--- config.mk ---
export PLATFORM = sky130hd
export DESIGN_NAME = fetch_seq_flat
export DESIGN_NICKNAME = d
export VERILOG_FILES = /design/src/rtl/fetch_seq_if.sv /design/src/rtl/fetch_seq.sv /design/src/flat_wrapper.sv
export SDC_FILE = /design/constraint.sdc
export NUM_CORES = 1
export LEC_CHECK = 0
export ABC_AREA = 1
export BUFFER_PORTS_ARGS = -buffer_cell sky130_fd_sc_hd__buf_2
export CAP_MARGIN = 20
export CORE_UTILIZATION = 28
export CTS_BUF_LIST = sky130_fd_sc_hd__clkbuf_8
export DETAILED_ROUTE_END_ITERATION = 10
export PLACE_DENSITY = 0.52
export REMOVE_ABC_BUFFERS = 1
export SYNTH_ARGS = -nofsm -noshare
export SYNTH_HDL_FRONTEND = slang
export SYNTH_SLANG_ARGS = --single-unit
--- constraint.sdc ---
create_clock -name clk -period 2.1 [get_ports clk]
set_clock_uncertainty 0.15 [all_clocks]
set_input_delay 0.21 -clock clk [delete_from_list [all_inputs] [get_ports clk]]
set_output_delay 0.21 -clock clk [all_outputs]
set_load 0.1 [all_outputs]
--- src/rtl/fetch_seq_if.sv ---
// Instruction-memory request and execute-unit handshake bundle
// shared between fetch_seq (master) and its memory/execute peers.
interface fetch_seq_if;
  logic        mem_req;
  logic [15:0] mem_addr;
  logic        mem_ack;
  logic        il_out;
  logic        halt_in;
  logic        exe_start;
  logic        exe_done;
  logic        br_take;
  logic [15:0] br_target;

  modport master (
    output mem_req,
    output mem_addr,
    output il_out,
    output exe_start,
    input  mem_ack,
    input  halt_in,
    input  exe_done,
    input  br_take,
    input  br_target
  );

  modport slave (
    input  mem_req,
    input  mem_addr,
    input  il_out,
    input  exe_start,
    output mem_ack,
    output halt_in,
    output exe_done,
    output br_take,
    output br_target
  );
endinterface

--- src/rtl/fetch_seq.sv ---
// Multi-cycle fetch/decode/execute sequencer for the 16-bit core:
// owns the PC, drives the I-mem request and the execute handshake.
module fetch_seq #(
  parameter logic [15:0] RESET_PC    = 16'h0000,
  parameter int unsigned MEM_TIMEOUT = 255
) (
  input  logic        clk,
  input  logic        rst_n,
  input  logic        run_en,
  fetch_seq_if.master bus,
  output logic [15:0] pc_out,
  output logic [2:0]  state_out,
  output logic [15:0] instr_cnt,
  output logic        fault_out
);

  localparam logic [2:0] S_IDLE   = 3'd0;
  localparam logic [2:0] S_FETCH  = 3'd1;
  localparam logic [2:0] S_DECODE = 3'd2;
  localparam logic [2:0] S_EXEC   = 3'd3;
  localparam logic [2:0] S_HALT   = 3'd4;
  localparam logic [2:0] S_FAULT  = 3'd5;

  localparam logic [15:0] TMO = 16'(MEM_TIMEOUT);

  logic [2:0]  state_q, state_d;
  logic [15:0] pc_q, pc_d;
  logic [15:0] cnt_q, cnt_d;
  logic [15:0] tmo_q, tmo_d;
  logic [15:0] tmo_inc;
  logic        start_q, start_d;

  always_comb begin
    state_d = state_q;
    pc_d    = pc_q;
    cnt_d   = cnt_q;
    tmo_d   = tmo_q;
    start_d = 1'b0;
    tmo_inc = tmo_q + 16'd1;
    unique case (state_q)
      S_IDLE: begin
        if (run_en) state_d = S_FETCH;
      end
      S_FETCH: begin
        // a late ack still beats the timeout
        if (bus.mem_ack) begin
          tmo_d   = '0;
          state_d = S_DECODE;
        end else begin
          tmo_d = tmo_inc;
          if (tmo_inc == TMO) state_d = S_FAULT;
        end
      end
      S_DECODE: begin
        if (bus.halt_in) begin
          state_d = S_HALT;
        end else begin
          state_d = S_EXEC;
          start_d = 1'b1;
        end
      end
      S_EXEC: begin
        if (bus.exe_done) begin
          pc_d    = bus.br_take ? bus.br_target
                                : pc_q + 16'd1;
          cnt_d   = cnt_q + 16'd1;
          state_d = run_en ? S_FETCH : S_IDLE;
        end
      end
      S_HALT: begin
        if (!run_en) state_d = S_IDLE;
      end
      S_FAULT: begin
        state_d = S_FAULT;
      end
      default: begin
        state_d = S_IDLE;
      end
    endcase
  end

  always_ff @(posedge clk or negedge rst_n) begin
    if (!rst_n) begin
      state_q <= S_IDLE;
      pc_q    <= RESET_PC;
      cnt_q   <= '0;
      tmo_q   <= '0;
      start_q <= 1'b0;
    end else begin
      state_q <= state_d;
      pc_q    <= pc_d;
      cnt_q   <= cnt_d;
      tmo_q   <= tmo_d;
      start_q <= start_d;
    end
  end

  assign bus.mem_req   = (state_q == S_FETCH);
  assign bus.mem_addr  = pc_q;
  assign bus.il_out    = bus.mem_req & bus.mem_ack;
  assign bus.exe_start = start_q;

  assign pc_out    = pc_q;
  assign state_out = state_q;
  assign instr_cnt = cnt_q;
  assign fault_out = (state_q == S_FAULT);

endmodule

--- src/flat_wrapper.sv ---
// flat-port wrapper written by rule: the top's interface ports become plain ports
module fetch_seq_flat 
#(
  parameter logic [15:0] RESET_PC    = 16'h0000,
  parameter int unsigned MEM_TIMEOUT = 255
)
  (clk, rst_n, run_en, pc_out, state_out, instr_cnt, fault_out, bus_mem_req, bus_mem_addr, bus_il_out, bus_exe_start, bus_mem_ack, bus_halt_in, bus_exe_done, bus_br_take, bus_br_target);
  fetch_seq_if bus_i ();
  input  logic clk;
  input  logic rst_n;
  input  logic run_en;
  output logic [15:0] pc_out;
  output logic [2:0] state_out;
  output logic [15:0] instr_cnt;
  output logic fault_out;
  output wire logic [$bits(bus_i.mem_req)-1:0] bus_mem_req;
  output wire logic [$bits(bus_i.mem_addr)-1:0] bus_mem_addr;
  output wire logic [$bits(bus_i.il_out)-1:0] bus_il_out;
  output wire logic [$bits(bus_i.exe_start)-1:0] bus_exe_start;
  input wire logic [$bits(bus_i.mem_ack)-1:0] bus_mem_ack;
  input wire logic [$bits(bus_i.halt_in)-1:0] bus_halt_in;
  input wire logic [$bits(bus_i.exe_done)-1:0] bus_exe_done;
  input wire logic [$bits(bus_i.br_take)-1:0] bus_br_take;
  input wire logic [$bits(bus_i.br_target)-1:0] bus_br_target;
  assign bus_mem_req = bus_i.mem_req;
  assign bus_mem_addr = bus_i.mem_addr;
  assign bus_il_out = bus_i.il_out;
  assign bus_exe_start = bus_i.exe_start;
  assign bus_i.mem_ack = bus_mem_ack;
  assign bus_i.halt_in = bus_halt_in;
  assign bus_i.exe_done = bus_exe_done;
  assign bus_i.br_take = bus_br_take;
  assign bus_i.br_target = bus_br_target;
  fetch_seq #(.RESET_PC(RESET_PC), .MEM_TIMEOUT(MEM_TIMEOUT)) u_core (.clk(clk), .rst_n(rst_n), .run_en(run_en), .bus(bus_i), .pc_out(pc_out), .state_out(state_out), .instr_cnt(instr_cnt), .fault_out(fault_out));
endmodule
After elaboration in Yosys (flattened, before gate mapping)
Cells that the tools add are included. W data, S select, Z words.

Eq/ne operators: 10. Multipliers: 0. Shift-type cells: 0. Magnitude comparators: 0. Add/sub/neg operators: 3. Reductions and logical operators: 3. Multiplexer cells: 12. Bitwise gates (word level): 1. Div/mod/pow operators: 0.

Operators with widths (number): $add A16 B1 Y16 const B (3); $mux W16 (2); $mux W3 (6); $pmux W3 S6 (1); $eq A16 B8 Y1 const B (1); $eq A3 B2 Y1 const B (2); $eq A3 B3 Y1 const B (2); $ne A2 B2 Y1 const B (3); $reduce_and A4 Y1 (1); $eq A3 B1 Y1 const B (1); $logic_not A3 Y1 (1); $mux W1 (3); $ne A3 B3 Y1 const B (1); $reduce_and A2 Y1 (1); $and A1 B1 Y1 (1).

Memories kept: 0. Register bits: 52. Memory bits (writable): 0. Bits in latches: 0. Memory bits (read-only): 0.

Depth between registers and ports, before layout
Gate-level depths: netlist of the first run.

Word-level depth: 5. Mapped depth: 14. Mapped depth without buffers: 14.

Worst setup path after synthesis of the first run
Ideal clock, no wire load.

Path kind: register to register. Start: register u_core.state_q[2], in the netlist u_core.state_out[2]. End: register u_core.state_q[0], in the netlist u_core.state_out[0]. Arrival: 2.912 ns. Path slack: -1.051 ns. Stages on the path, launching flop included: 5. Path buffers: 0. Cell sequence: dfrtp_1 inv_1 nor2_1 nor4_1 o211ai_1.

Elaborated cells between the ends (all ways): 12. Classes of those cells: eq/ne: 9; mux: 1; reduce/logical: 2.

RTL lines: start, declared (RTL line fetch_seq.sv:26) `logic [2:0] state_q, state_d;`; start signal, assigned (RTL line fetch_seq.sv:90) `state_q <= state_d;`; $eq A3 B3 Y1; named net fault_out (RTL line flat_wrapper.sv:15) `output logic fault_out;`; $pmux W3 S6 (RTL line fetch_seq.sv:40) `unique case (state_q)`.

The timed path passes the listed nets, and every way through them passes these cells. A chain may end at the register's enable or synchronous reset.

Final worst setup path of the first run
Start: register u_core.state_q[1], in the netlist u_core.state_out[1]. End: output fault_out.

Cells in the longest elaborated chain, start to end: 1.

Ends and longest elaborated chain: $eq A3 B3 Y1 (RTL line fetch_seq.sv:106) `assign fault_out = (state_q == S_FAULT);`; end, declared (RTL line flat_wrapper.sv:15).

No other way between the ends.

==> impl_metrics.yaml, run 1 <==
routing:
  detailedRoute.firstIterationViolations: 80
  ant_nets: 0
  num_vias: 2879
  routedWlPerCell_um: 12.3
  drc_violation_count_after_routing: 0
  totalWireLength_um: 7760
  detail_route.first_pass.iterations: 4
  routed_via_density: 4.55
timing:
  timing.final.crit_period_ns: 1.95
  unrepaired_setup_endpoints_after_global_routing: "yes"
  final_hold_viol_count: 0
  final-max-slew-violation-count: 0
  worst_slew_margin_rel_pct: 65.4
  finalSetupViolations: 0
  final.hold.worst_slack_ns: 0.0411
  final_min_period_over_clock_period_pct: 92.8
  worst_pin_slew_ns: 0.519
  finalWorstSetupSlack_ns: 0.151
  max_freq_mhz: 513
synthesis:
  cells_after_synthesis: 415
  post_synth_most_frequent_cells: "105 x sky130_fd_sc_hd__nand2_1, 52 x sky130_fd_sc_hd__dfrtp_1, 48 x sky130_fd_sc_hd__inv_1"
  syn-mean-instance-area_um2: 7.60
  top_cell_type_s_share_of_synthesized_area_pct: 41.3
  async_flop_share_pct: 100
  syn-cell-area_mm2: 0.00315
  synth.lib_cells_used.distinct: 38
  synth.most_common_cell: "sky130_fd_sc_hd__nand2_1"
  synth-warning-count: 0
  synthFlopType: "sky130_fd_sc_hd__dfrtp_1"
  yosysSeqAreaShare_pct: 41.3
  postSynthRegisterBits: 52
  synth_largest_area_cell: "sky130_fd_sc_hd__dfrtp_1"
  synth_edf_count: 0
  ys_top_cells_by_area: "sky130_fd_sc_hd__dfrtp_1 41%, sky130_fd_sc_hd__nand2_1 12%, sky130_fd_sc_hd__inv_1 5.7%"
clock_tree:
  clock_slew_seen_by_the_registers_of_the_worst_setup_and_hold_paths_ns: 0.10
  cts_tree: "yes"
  cts-buffers-inserted: 5
  clk_root_buffer_cell: "sky130_fd_sc_hd__clkbuf_8"
  clock-sinks: 52
  cts-htree-levels: 2
  worstSkewPairLatency_ns: 0.30
  cts_max_path_buffers: 2
placed_design:
  dp.final_hpwl_um: 5960
  pre_cts_ws_ns: 0.0124
  placed_cells_incl_taps: 620
  port_buffers: 77
  globalplace.congestion: 0.870
grt:
  initial_antenna_violation_count: 0
  globalRouteOverflowTotal: 0
  grt_pass1_wl_um: 13100
  grt_start_max_net_pins: 33
  first_global_vias: 2769
  grt.total_usage_pct: 14.1
job:
  max_cap_viols: 0
final_layout:
  insertedDiodeCount: 0
  number_of_nets_in_the_layout: 519
  filler_free_cell_count_of_the_finished_design: 633
  synthToLayoutAreaGrowth_pct: 24.5
  layout-drive-gt1-share_pct: 26.2
floorplanning:
  fp.dieArea_mm2: 0.0117
  io-pin-count: 78
  dieWidth_um: 108
  floorplan.die.height_um: 108
  floorplan.initialDensity_pct: 29.0
  standard_cell_row_count: 38
  placeableCoreArea_mm2: 0.0109
setup_path:
  crit_path_end_kind: "output port"
  critical_path_peak_fanout: 3
  crit_required_ns: 1.74
  worstPathArrival_ns: 1.59
  element_type_at_the_critical_path_start: "register"
  worstSetupPathType: "reg -> out"
status:
  status: "complete, no violations"
hold_path:
  worst_hold_path_type: "in -> reg"
worst paths after layout:
check / start / to / slack, ns / depth (start not counted)
hold / removal: bus_br_target[12] / u_core.bus.mem_addr[12]$_DFFE_PN0P_ / 0.04 / 3
setup reg to reg: u_core.tmo_q[0]$_DFFE_PN0P_ / u_core.state_out[2]$_DFFE_PN0P_ / 0.16 / 14
hold reg to reg: u_core.instr_cnt[15]$_DFFE_PN0P_ / u_core.instr_cnt[15]$_DFFE_PN0P_ / 0.32 / 1
min in group asynchronous: rst_n / u_core.tmo_q[5]$_DFFE_PN0P_ / 0.27 / 2
setup / recovery: u_core.state_out[1]$_DFFE_PN0P_ / fault_out / 0.15 / 4
max in group asynchronous: rst_n / u_core.bus.mem_addr[2]$_DFFE_PN0P_ / 0.96 / 3
flip-flops by register name (all words and copies together), names as in the netlist:
signal	count
u_core.bus.exe_start	1
u_core.bus.mem_addr	16
u_core.instr_cnt	16
u_core.state_out	3
u_core.tmo_q	16
through the flow:
step                TNS, ns  util, %  instance area [um^2]
floorplan            -57.48        -                  2990
CTS                       0     35.3                  3840
global placement          0     34.0                  3700
finish                    0     36.1                  3930
detailed placement        0     34.0                  3700
global route        -0.0254     36.1                  3930
what timing repair did:
item | in CTS | in global routing
gates resized for setup | 2 | 18
pin swaps | 0 | 2
setup endpoints to repair | 4 | 10
hold endpoints to repair | 22 | 0
setup buffers | 0 | 2
hold buffers | 3 | 0
layout by cell type (no fill, tap or decap), types with 4 or more instances in the layout:
master	synthesis	routed
sky130_fd_sc_hd__nand3_1	24	22
sky130_fd_sc_hd__nor2_4	3	8
sky130_fd_sc_hd__xor2_1	14	14
sky130_fd_sc_hd__inv_1	48	49
sky130_fd_sc_hd__nor3_1	4	4
sky130_fd_sc_hd__nor2_1	47	41
sky130_fd_sc_hd__buf_2	0	74
sky130_fd_sc_hd__nand2_1	105	104
sky130_fd_sc_hd__a21oi_1	8	8
sky130_fd_sc_hd__clkbuf_8	0	5
sky130_fd_sc_hd__o22ai_1	7	7
sky130_fd_sc_hd__buf_4	17	12
sky130_fd_sc_hd__dfrtp_1	52	50
sky130_fd_sc_hd__o21ai_0	33	33
sky130_fd_sc_hd__nor2_2	3	4
sky130_fd_sc_hd__buf_12	0	4
sky130_fd_sc_hd__nand4_1	5	5
sky130_fd_sc_hd__xnor2_1	6	6
per-layer routing:
layer	wire length [um]	vias to the layer above	GRT usage, %	share of wire, %
li1	-	1462	-	-
met1	3680	1333	18.3	47
met2	3650	82	24.3	47
met3	403	2	2.59	5.2
met4	35	0	2.64	0.45
met5	0	-	0	0
layout make-up:
| type | count | area (um^2) |
|---|---|---|
| clock buffer | 5 | 68.8 |
| clock inverter | 3 | 38.8 |
| fill | 1141 | 6960 |
| inverter | 51 | 193 |
| multi-input combinational | 288 | 1570 |
| sequential | 52 | 1300 |
| tap | 140 | 175 |
| timing repair buffer | 94 | 578 |
critical path: stages, from the launching register on:
cell and delay (ns):
sky130_fd_sc_hd__dfrtp_1 0.44, sky130_fd_sc_hd__inv_1 0.15, sky130_fd_sc_hd__nand2_1 0.13, sky130_fd_sc_hd__nor2_1 0.20, sky130_fd_sc_hd__clkbuf_4 0.38
cells by family after synthesis:
kind of cell	Yosys count	synth area share, %
xor+xnor	20	5.55
fa+ha+maj	4	1.59
buf+inv	75	11.2
flops	52	41.3
compound gates	61	10.9
simple gates	203	29.4
Power of run 1 is left out: the tool's default activity adds up to more than one toggle a clock period on the data nets, which glitch-free logic cannot reach.
==> run 2: changes to the inputs <==
==> constraint.sdc (replaced) <==
create_clock -name clk -period 2.1 [get_ports clk]
set_clock_uncertainty 0.15 [all_clocks]
set_input_delay 0.21 -clock clk [delete_from_list [all_inputs] [get_ports clk]]
set_output_delay 0.21 -clock clk [all_outputs]
set_load 0.005 [all_outputs]
==> run 2 against run 1 <==
Maximum frequency shrank 1.4%. Via count grew 0.66%. Sequential cell count is the same. Wire length grew 2.1%. Register-to-register slack lost 0.04 ns. Cell count grew 0.16%. Clock-buffer cell count is the same. Critical path type is now reg -> reg. Largest cell class unchanged.
==> impl_metrics.yaml, run 2 (synthesized netlist as in run 1, its figures left out) <==
setup_path:
  worstSetupPathType: "reg -> reg"
  crit_path_end_kind: "register"
  critical_path_peak_fanout: 4
  crit_required_ns: 2.19
  worstPathArrival_ns: 2.07
  element_type_at_the_critical_path_start: "register"
routing:
  routedWlPerCell_um: 12.5
  ant_nets: 0
  met3_wire_length_um: 448
  drc_violation_count_after_routing: 0
  num_vias: 2898
  route.top_layer_used: "met4"
  detailedRoute.firstIterationViolations: 137
  wl_met1_um: 3790
  routed_via_density: 4.57
  detail_route.first_pass.iterations: 4
  met2_length_um: 3620
  totalWireLength_um: 7930
clock_tree:
  cts-buffers-inserted: 5
  cts-htree-levels: 2
  clock_slew_seen_by_the_registers_of_the_worst_setup_and_hold_paths_ns: 0.10
  clock-sinks: 52
  cts_max_path_buffers: 2
  cts_tree: "yes"
  clk_root_buffer_cell: "sky130_fd_sc_hd__clkbuf_8"
  worstSkewPairLatency_ns: 0.31
final_layout:
  layout-drive-gt1-share_pct: 26.9
  number_of_nets_in_the_layout: 520
  final_core_util_pct: 35.6
  most_used_cells_in_the_layout_excluding_fill_and_tap_cells: "102 x sky130_fd_sc_hd__nand2_1, 77 x sky130_fd_sc_hd__buf_2, 48 x sky130_fd_sc_hd__inv_1, 48 x sky130_fd_sc_hd__dfrtp_1, 44 x sky130_fd_sc_hd__nor2_1"
  layout_commonest_cell: "sky130_fd_sc_hd__nand2_1"
  synthToLayoutAreaGrowth_pct: 23.0
  insertedDiodeCount: 0
  filler_free_cell_count_of_the_finished_design: 634
timing:
  finalSetupViolations: 0
  final_min_period_over_clock_period_pct: 94.1
  unrepaired_setup_endpoints_after_global_routing: "yes"
  worst_slew_margin_rel_pct: 65.6
  max_freq_mhz: 506
  worst_pin_slew_ns: 0.516
  final_hold_viol_count: 0
  final-max-slew-violation-count: 0
  timing.final.crit_period_ns: 1.98
  totalNegativeSetupSlack_ns: 0
floorplanning:
  placeableCoreArea_mm2: 0.0109
  floorplan.initialDensity_pct: 29.0
  fp.dieArea_mm2: 0.0117
  floorplan.die.height_um: 108
  standard_cell_row_count: 38
  dieWidth_um: 108
  io-pin-count: 78
grt:
  initial_antenna_violation_count: 0
  grt_pass1_wl_um: 13100
  first_global_vias: 2749
  grt_start_max_net_pins: 34
  grt.total_usage_pct: 14.2
  globalRouteOverflowTotal: 0
power:
  total_chip_power_uw: 3570
  power.ir.vdd_worst_mv: 0.536
  cellPowerDensity_mw_per_mm2: 920
  power.static_leakage_uw: 0.00194
placed_design:
  dp.final_hpwl_um: 6070
  placed_cells_incl_taps: 618
  port_buffers: 77
  globalplace.congestion: 0.843
hold_path:
  worst_hold_path_type: "in -> reg"
status:
  status: "complete, no violations"
job:
  max_cap_viols: 0
[run 2: cell count changes in the layout (fill, tap and decap cells not counted), sizes merged]
cell    change
buf         +2
clkbuf      -1
inv         -1
clkinv      +2
bufinv      -1
[run 2: per-stage QoR]
stage	setup WS, ns	area, um^2	hold slack (ns)
2_1_floorplan	0.0251	2990	-0.236
3_3_place_gp	0.0108	3650	0.0630
5_1_grt	-0.0506	3880	0.0448
6_report	0.123	3880	0.0297
3_5_place_dp	0.0199	3650	0.0720
4_1_cts	0.0288	3770	0.0338
[run 2: worst paths after layout]
| check | from | to | slack (ns) | cells past startpoint |
|---|---|---|---|---|
| worst max-delay path | u_core.bus.mem_addr[1]$_DFFE_PN0P_ | u_core.bus.mem_addr[12]$_DFFE_PN0P_ | 0.12 | 10 |
| worst min-delay path | bus_br_target[12] | u_core.bus.mem_addr[12]$_DFFE_PN0P_ | 0.03 | 3 |
| worst max register to register | u_core.bus.mem_addr[1]$_DFFE_PN0P_ | u_core.bus.mem_addr[12]$_DFFE_PN0P_ | 0.12 | 10 |
| worst min register to register | u_core.instr_cnt[15]$_DFFE_PN0P_ | u_core.instr_cnt[15]$_DFFE_PN0P_ | 0.33 | 1 |
| max in group asynchronous | rst_n | u_core.bus.mem_addr[2]$_DFFE_PN0P_ | 0.98 | 3 |
| min in group asynchronous | rst_n | u_core.instr_cnt[11]$_DFFE_PN0P_ | 0.25 | 2 |
[run 2: critical path, cell delays in order, from the launching register on]
cell	delay, ns
sky130_fd_sc_hd__dfrtp_1	0.41
sky130_fd_sc_hd__ha_2	0.20
sky130_fd_sc_hd__nand2_2	0.07
sky130_fd_sc_hd__nor2_4	0.14
sky130_fd_sc_hd__nand2_2	0.09
sky130_fd_sc_hd__nor3_4	0.24
sky130_fd_sc_hd__nand2_2	0.12
sky130_fd_sc_hd__nor2_4	0.15
sky130_fd_sc_hd__xor2_1	0.15
sky130_fd_sc_hd__nor2_1	0.06
sky130_fd_sc_hd__o21ai_1	0.13
[run 2: timing repair]
action / CTS / global route
pin swaps: 0 / 9
setup buffers: 0 / 5
hold buffers: 3 / 0
resized for setup: 1 / 19
endpoints found under the setup margin: 2 / 8
endpoints found under the hold margin: 21 / 0
[run 2: metal layers]
layer,track usage (%),vias up
li1,-,1465
met1,18.7,1343
met2,23.4,83
met3,2.71,7
met4,3.91,0
met5,0,-
[run 2: area by class of cell]
cell class	instances	area (um^2)
inverter	51	193
sequential	52	1310
timing repair buffer	95	553
tap	140	175
multi-input combinational	288	1570
clock inverter	3	18.8
clock buffer	5	68.8
fill	1182	7010
[run 2: where the power goes]
group          switching [uW]  internal [uW]
sequential                332           1240
clock                     355            234
combinational             762            650
total                    1450           2120
(Power assumes the default switching activity.)
==> run 3: changes to the inputs <==
--- a/config.mk
+++ b/config.mk
@@ -8,6 +8,7 @@
 export ABC_AREA = 1
 export BUFFER_PORTS_ARGS = -buffer_cell sky130_fd_sc_hd__buf_2
 export CAP_MARGIN = 20
+export CORE_ASPECT_RATIO = 0.5
 export CORE_UTILIZATION = 28
 export CTS_BUF_LIST = sky130_fd_sc_hd__clkbuf_8
 export DETAILED_ROUTE_END_ITERATION = 10
==> run 3 against run 2 <==
Maximum frequency increased by 2.2%. Critical endpoint unchanged. Setup slack gained 0.043 ns. Non-clock buffer count up 2. Largest cell class unchanged.
==> impl_metrics.yaml, run 3 (synthesized netlist as in run 1, its figures left out) <==
routing:
  num_vias: 2828
  detailedRoute.firstIterationViolations: 166
  ant_nets: 0
  routedWlPerCell_um: 11.8
  drc_violation_count_after_routing: 0
  totalWireLength_um: 7500
  routed_via_density: 4.45
  detail_route.first_pass.iterations: 5
timing:
  finalSetupViolations: 0
  finalWorstSetupSlack_ns: 0.166
  timing.final.crit_period_ns: 1.93
  worst_pin_slew_ns: 0.534
  worst_slew_margin_rel_pct: 64.4
  final_hold_viol_count: 0
  final_min_period_over_clock_period_pct: 92.1
  max_freq_mhz: 517
  final-max-slew-violation-count: 0
clock_tree:
  clock_slew_seen_by_the_registers_of_the_worst_setup_and_hold_paths_ns: 0.10
  cts-htree-levels: 2
  clock-sinks: 52
  cts-buffers-inserted: 5
  clk_root_buffer_cell: "sky130_fd_sc_hd__clkbuf_8"
  cts_tree: "yes"
  worstSkewPairLatency_ns: 0.32
  cts_max_path_buffers: 2
floorplanning:
  floorplan.die.height_um: 77.1
  floorplan.initialDensity_pct: 29.8
  io-pin-count: 78
  standard_cell_row_count: 26
  dieWidth_um: 152
  placeableCoreArea_mm2: 0.0106
  fp.dieArea_mm2: 0.0117
setup_path:
  worstPathArrival_ns: 2.03
  crit_required_ns: 2.20
  element_type_at_the_critical_path_start: "register"
  r2r_cells: 10
  critical_path_peak_fanout: 3
  crit_path_end_kind: "register"
  worstSetupPathType: "reg -> reg"
  timing.rr.start: "u_core.bus.mem_addr[0]$_DFFE_PN0P_"
  timing.reg2reg.setup_slack_ns: 0.17
  reg2reg_to: "u_core.bus.mem_addr[12]$_DFFE_PN0P_"
final_layout:
  most_used_cells_in_the_layout_excluding_fill_and_tap_cells: "103 x sky130_fd_sc_hd__nand2_1, 77 x sky130_fd_sc_hd__buf_2, 50 x sky130_fd_sc_hd__dfrtp_1"
  synthToLayoutAreaGrowth_pct: 23.4
  number_of_nets_in_the_layout: 522
  insertedDiodeCount: 0
  layout_commonest_cell: "sky130_fd_sc_hd__nand2_1"
  layout-drive-gt1-share_pct: 26.6
  nFillCells: 1120
power:
  netSwitchingFraction_pct: 39.1
  share_comb_of_total_power_pct: 39.0
  cellPowerDensity_mw_per_mm2: 946
  power.ir.vdd_worst_mv: 0.363
  power_report.internal_total_uw: 2240
  p_switching_uw: 1440
  power.static_leakage_uw: 0.00195
  seq_power_share_pct: 41.5
  p_clk_share_pct: 19.5
  total_chip_power_uw: 3680
placed_design:
  port_buffers: 77
  globalplace.congestion: 0.810
  pre_cts_ws_ns: 0.0410
  dp.final_hpwl_um: 5630
grt:
  grt_start_max_net_pins: 25
  initial_antenna_violation_count: 0
  grt_pass1_wl_um: 12500
  globalRouteOverflowTotal: 0
  first_global_vias: 2584
  grt.total_usage_pct: 13.3
job:
  max_cap_viols: 0
hold_path:
  worst_hold_path_type: "in -> reg"
  hold_path_startpoint: "bus_br_target[13]"
  min_to: "u_core.bus.mem_addr[13]$_DFFE_PN0P_"
  worstHoldPathCells: 3
status:
  status: "complete, no violations"
## run 3: final cells by class
cell class | count | area [um^2] | area share [%]
timing repair buffer | 97 | 559 | 14.4
tap | 140 | 175 | 4.50
clock buffer | 5 | 68.8 | 1.77
clock inverter | 3 | 42.5 | 1.09
inverter | 51 | 196 | 5.05
sequential | 52 | 1300 | 33.5
multi-input combinational | 288 | 1550 | 39.7
## run 3: stage by stage
step                      hold WS (ns)  cell area [um^2]  cells  TNS [ns]  utilization [%]
after CTS                       0.0315              3810    633         0             36.1
after global routing            0.0240              3890    636  -0.00257             36.8
after global placement          0.0711              3670    622         0             34.7
final                           0.0384              3890    636         0             36.8
after floorplan                 -0.236              2990    391         0                -
after detailed placement        0.0655              3670    622         0             34.7
## run 3: power groups by stage
stage	Combinational (uW)	Sequential (uW)	Clock, uW
2_1_floorplan	657	1560	0
3_3_place_gp	1360	1540	0
3_5_place_dp	1370	1550	0
4_1_cts	1380	1530	742
5_1_grt	1610	1580	789
6_report	1430	1530	719
## run 3: what timing repair did
item | in CTS | in global routing
hold buffers | 3 | 0
endpoints found under the hold margin | 21 | 0
setup buffers | 0 | 3
gates resized for setup | 0 | 16
endpoints found under the setup margin | 0 | 12
## run 3: how the worst max path moves through the flow
stage | slack, ns | cells after the start | start | end
2_1_floorplan | 0.03 | 8 | u_core.state_out[1]$_DFFE_PN0P_ | u_core.state_out[2]$_DFFE_PN0P_
5_1_grt | -0.003 | 14 | u_core.tmo_q[0]$_DFFE_PN0P_ | u_core.state_out[2]$_DFFE_PN0P_
6_report | 0.17 | 10 | u_core.bus.mem_addr[0]$_DFFE_PN0P_ | u_core.bus.mem_addr[12]$_DFFE_PN0P_
3_5_place_dp | 0.04 | 11 | u_core.bus.mem_addr[1]$_DFFE_PN0P_ | u_core.bus.mem_addr[14]$_DFFE_PN0P_
4_1_cts | 0.007 | 11 | u_core.bus.mem_addr[1]$_DFFE_PN0P_ | u_core.bus.mem_addr[14]$_DFFE_PN0P_
3_3_place_gp | 0.05 | 11 | u_core.bus.mem_addr[1]$_DFFE_PN0P_ | u_core.bus.mem_addr[14]$_DFFE_PN0P_
## run 3: critical path, stage by stage (launching register included)
cell and delay [ns]:
sky130_fd_sc_hd__dfrtp_1 0.40, sky130_fd_sc_hd__ha_1 0.18, sky130_fd_sc_hd__nand2_1 0.11, sky130_fd_sc_hd__nor2_4 0.13, sky130_fd_sc_hd__nand2_2 0.08, sky130_fd_sc_hd__nor3_4 0.25
sky130_fd_sc_hd__nand2_2 0.11, sky130_fd_sc_hd__nor2_4 0.14, sky130_fd_sc_hd__xor2_1 0.15, sky130_fd_sc_hd__nor2_1 0.05, sky130_fd_sc_hd__o21ai_1 0.11
## run 3: routing by layer
layer | up-vias | global-route usage (%) | share of wire [%] | wire (um)
met1 | 1297 | 17.6 | 50 | 3780
li1 | 1479 | - | - | -
met3 | 5 | 2.94 | 3.4 | 252
met4 | 0 | 4.29 | 0.96 | 72
met2 | 47 | 21.7 | 45 | 3390
met5 | - | 0 | 0 | 0
